### src/rtl/tl_pkg.sv
// Shared constants for the traffic light controller: counter widths and output reset values.
package tl_pkg;

    localparam int   TL_TICK_W   = 8;
    localparam int   TL_DEB_W    = 4;
    localparam logic TL_T_RST    = 1'b0;
    localparam logic TL_TICK_RST = 1'b0;

endpackage

### src/rtl/tl_debounce.sv
// One detector channel: two-flop synchroniser followed by a tick-qualified debounce counter.
module tl_debounce
    import tl_pkg::*;
#(
    parameter int DEB = 3
) (
    input  logic clk,
    input  logic reset_n,
    input  logic raw,
    input  logic tick,
    output logic q
);

    localparam logic [TL_DEB_W-1:0] CNT_LAST = TL_DEB_W'(DEB - 1);

    logic                sync_p0;
    logic                sync_p1;
    logic [TL_DEB_W-1:0] cnt;

    // stage p0/p1: plain flop chain, nothing between the two flops
    always_ff @(posedge clk or negedge reset_n) begin
        if (!reset_n) begin
            sync_p0 <= 1'b0;
            sync_p1 <= 1'b0;
        end else begin
            sync_p0 <= raw;
            sync_p1 <= sync_p0;
        end
    end

    // debounce stage: any agreement cycle clears the count, even on a tick
    always_ff @(posedge clk or negedge reset_n) begin
        if (!reset_n) begin
            cnt <= '0;
            q   <= TL_T_RST;
        end else if (sync_p1 == q) begin
            cnt <= '0;
        end else if (tick) begin
            if (cnt == CNT_LAST) begin
                q   <= sync_p1;
                cnt <= '0;
            end else begin
                cnt <= cnt + 1'b1;
            end
        end
    end

endmodule

### src/rtl/tl_sensor_cond.sv
// Sensor conditioning: shared tick prescaler plus one debounced channel per street.
module tl_sensor_cond
    import tl_pkg::*;
#(
    parameter int DIV = 4,
    parameter int DEB = 3
) (
    input  logic clk,
    input  logic reset_n,
    input  logic sa_raw,
    input  logic sb_raw,
    output logic Ta,
    output logic Tb,
    output logic tick
);

    localparam logic [TL_TICK_W-1:0] P_LAST = TL_TICK_W'(DIV - 1);

    logic [TL_TICK_W-1:0] p;

    // With DIV=1 P_LAST is 0, so p stays at 0 and tick is high every cycle
    always_ff @(posedge clk or negedge reset_n) begin
        if (!reset_n) begin
            p    <= '0;
            tick <= TL_TICK_RST;
        end else if (p == P_LAST) begin
            p    <= '0;
            tick <= 1'b1;
        end else begin
            p    <= p + 1'b1;
            tick <= 1'b0;
        end
    end

    tl_debounce #(.DEB(DEB)) u_deb_a (
        .clk     (clk),
        .reset_n (reset_n),
        .raw     (sa_raw),
        .tick    (tick),
        .q       (Ta)
    );

    tl_debounce #(.DEB(DEB)) u_deb_b (
        .clk     (clk),
        .reset_n (reset_n),
        .raw     (sb_raw),
        .tick    (tick),
        .q       (Tb)
    );

endmodule

### config.mk
export PLATFORM = sky130hd
export DESIGN_NAME = tl_sensor_cond
export DESIGN_NICKNAME = d
export VERILOG_FILES = /design/src/rtl/tl_pkg.sv /design/src/rtl/tl_debounce.sv /design/src/rtl/tl_sensor_cond.sv
export SDC_FILE = /design/constraint.sdc
export NUM_CORES = 1
export LEC_CHECK = 0
export ABC_CLOCK_PERIOD_IN_PS = 1250
export BUFFER_PORTS_ARGS = -buffer_cell sky130_fd_sc_hd__buf_2
export CAP_MARGIN = 20
export CELL_PAD_IN_SITES_DETAIL_PLACEMENT = 0
export CELL_PAD_IN_SITES_GLOBAL_PLACEMENT = 2
export CORE_ASPECT_RATIO = 0.6
export CORE_MARGIN = 2
export CORE_UTILIZATION = 35
export DETAILED_ROUTE_END_ITERATION = 8
export GPL_TIMING_DRIVEN = 1
export PLACE_DENSITY_LB_ADDON = 0.1
export SYNTH_ARGS = -nofsm -noshare
export SYNTH_HDL_FRONTEND = slang
export SYNTH_HIERARCHICAL = 1
export SYNTH_SLANG_ARGS = --single-unit
export TNS_END_PERCENT = 100
### constraint.sdc
create_clock -name clk -period 1.25 [get_ports clk]
set_input_delay 0 -clock clk [delete_from_list [all_inputs] [get_ports clk]]
set_output_delay 0 -clock clk [all_outputs]
set_load 0.02 [all_outputs]
==> out/results.ini <==
[route]
vias_per_cell=4.75
routed-via-count=674
drt_iter0_markers=46
routed_wl_um=1790
ant_nets=0
first_pass_iters=4
drt-wirelength-per-cell_um=12.6
drcViolationCount=0

[synth]
synthAdderAreaFrac_pct=3.76
syn_nets=88
synthArstFlopShare_pct=100
synth_commonest_cells=23 x dfrtp_1, 8 x xnor2_1, 7 x nand3_1
yosysMostFrequentCell=dfrtp_1
ys_seq_elements=23
synth_compound_area_share_pct=5.52
seq_area_frac_synth_pct=57.7
synth_top_family_by_area=simple AND/OR/NAND/NOR gates
synth_area_leaders=dfrtp_1 58%, xnor2_1 7.0%, ha_1 3.8%, nand3_1 3.5%, xor2_1 2.6%
syn_inst=81
synthMuxAreaShare_pct=2.63
synth_top_area_cell=dfrtp_1
netlist_area_um2=997
yosysUniqueCellTypes=29
yosysTopAreaCellShare_pct=57.7
synth_edf_count=0
ys.warnings.count=6
synth_ff_type=dfrtp_1
synth_area_per_cell_um2=12.3
yosys.area_share.xor_xnor_pct=9.66
synthSimpleGateAreaFrac_pct=19.9

[placed_design]
gp_congestion=0.774
hpwl_um=1270
port_buffers=6
dp_cells=131

[timing]
setup_tns_ns=-0.434
hold_slack_ns=0.233
min_period_over_period_pct=108
setup_slack_ns=-0.0998
max_freq_ghz=0.741
clock_skew_ns=0.00491
hold_viol=0
period_needed_ns=1.35
drv_slew=0
relSlewSlack_pct=67.0
worstMarginPinSlew_ns=0.495
finalSetupViolCount=7
rsz0062_at_grt=true

[clock_tree]
clk_pin_slew_worst_paths_ns=0.08
cts_tree=yes
cts-root-buf=clkbuf_8
clock_sinks=23
numCtsBuffers=3
insertion_delay_ns=0.26
cts_buffer_depth=2
h-tree-depth=1

[status]
outcome=complete, but fails checks
violations=setup timing

[setup_path]
startpoint_type=register
crit_chain=or4_4, nor3_4, a21oi_1
crit_start=p[6]
rr_worst_depth=3
critPathBufInv=0
endpoint=p[0]
cp.arrival_ns=1.48
path_class=register to register
cp.required_ns=1.38
slowest_delay_ns=0.54
rr_endpoint=p[0]
r2r_slack_ns=-0.1
reg2reg_from=p[6]
endpoint_kind=register
path_depth=3
critical_path.max_fanout=4
cp_slowest_cell=or4_4
crit_family=simple AND/OR/NAND/NOR gates

[grt]
use_met3_pct=4.02
gr-total-overflow=0
grt_first_pass_wirelength_um=2980
use_met2_pct=20.2
met1_usage_pct=16.3
track_usage_pct=12.7
antenna_found_initial=0
grt_max_degree=24
grt_pass1_vias=638
grt.busiest_layer=met2

[floorplanning]
ios=7
core_um2=2610
fp.dieH_um=45.3
dieWidth_um=72.9
die_area_um2=3310
fp-row-count=14
initial_core_util_pct=38.2

[layout]
final_cells=142
drive_gt1_share_pct=30.9
synthToLayoutAreaGrowth_pct=29.5
final_nets=118
final_core_util_pct=49.5
n_antenna_cell=0

[power]
ir_drop_uv=601
pwr_density_cell_nw_per_um2=1000
leakage_nw=0.602

[min_path]
hp-class=primary input to async pin

[job]
maxCapViolations=0

cells by family (layout without fill, tap and decap cells):
logic type | count (synthesis) | count (layout)
xor+xnor | 11 | 11
compound gates | 9 | 9
buf+inv | 2 | 31
flops | 23 | 23
fa+ha+maj | 3 | 3
mux | 2 | 2
simple gates | 31 | 31
stage by stage:
step	power (mW)	setup slack, ns	cell area (um2)
floorplan	0.809	-0.0219	1000
global placement	0.848	-0.0674	1160
detailed placement	0.848	-0.0850	1160
CTS	1.31	-0.0993	1250
global route	1.35	-0.141	1290
finish	1.29	-0.0998	1290
cells in the final DEF (no fill, tap or decap), drive strengths merged, types with 2 or more instances in the layout:
master / synthesis / routed
a21oi: 4 / 4
and3: 2 / 2
buf: 0 / 22
clkbuf: 0 / 4
dfrtp: 23 / 23
dlygate4sd3: 0 / 3
ha: 3 / 3
inv: 2 / 2
mux2: 2 / 2
nand2: 4 / 4
nand2b: 2 / 2
nand3: 7 / 7
nand4: 2 / 2
nor2: 4 / 4
nor3: 2 / 2
xnor2: 8 / 8
xor2: 3 / 3
registers in the layout, summed over array words and instances (netlist names):
signal	cells
u_deb_a/q	1
u_deb_b/cnt	4
u_deb_b/q	1
p	8
u_deb_b/sync_p0	1
u_deb_a/sync_p1	1
u_deb_b/sync_p1	1
u_deb_a/cnt	4
u_deb_a/sync_p0	1
tick	1
timing repair:
| action | in CTS | in global routing |
|---|---|---|
| buffers inserted | 2 | 2 |
| hold buffers | 3 | 0 |
| resized for setup | 1 | 3 |
| endpoints found under the hold margin | 25 | 0 |
| endpoints found under the setup margin | 8 | 9 |
| pin swaps | 2 | 4 |
| gates cloned | 0 | 0 |
metal layers:
metal | share of wire (%) | wire length (um)
met1 | 54 | 973
met2 | 41 | 737
met3 | 3.0 | 54
met4 | 1.6 | 28
met5 | 0 | 0
worst register-to-register path, stage by stage (launching register included):
cell and delay (ns):
dfrtp_1 0.39, or4_4 0.54, nor3_4 0.19, a21oi_1 0.10
cell type report:
type,count,area (um2)
inverter,2,7.51
timing repair buffer,25,180
clock buffer,4,45.0
tap,32,40.0
sequential,23,577
multi-input combinational,56,442
fill,237,1320
where the power goes:
| part | switching, mW | total, mW | internal [mW] |
|---|---|---|---|
| Combinational | 0.0409 | 0.0810 | 0.0401 |
| Clock | 0.214 | 0.441 | 0.227 |
| Sequential | 0.0107 | 0.769 | 0.758 |
| Total | 0.266 | 1.29 | 1.03 |
worst min path at each step:
stage / end / startpoint / slack (ns) / cells after the start
6_report: u_deb_a/cnt[0] / reset_n / 0.23 / 2
5_1_grt: u_deb_a/cnt[1] / reset_n / 0.30 / 2
4_1_cts: u_deb_a/cnt[0] / reset_n / 0.25 / 2
3_5_place_dp: u_deb_a/cnt[1] / reset_n / -0.003 / 1
3_3_place_gp: u_deb_a/cnt[0] / reset_n / 0.003 / 1
2_1_floorplan: p[0] / reset_n / -0.30 / 0
Power figures use the tool's default switching activity.
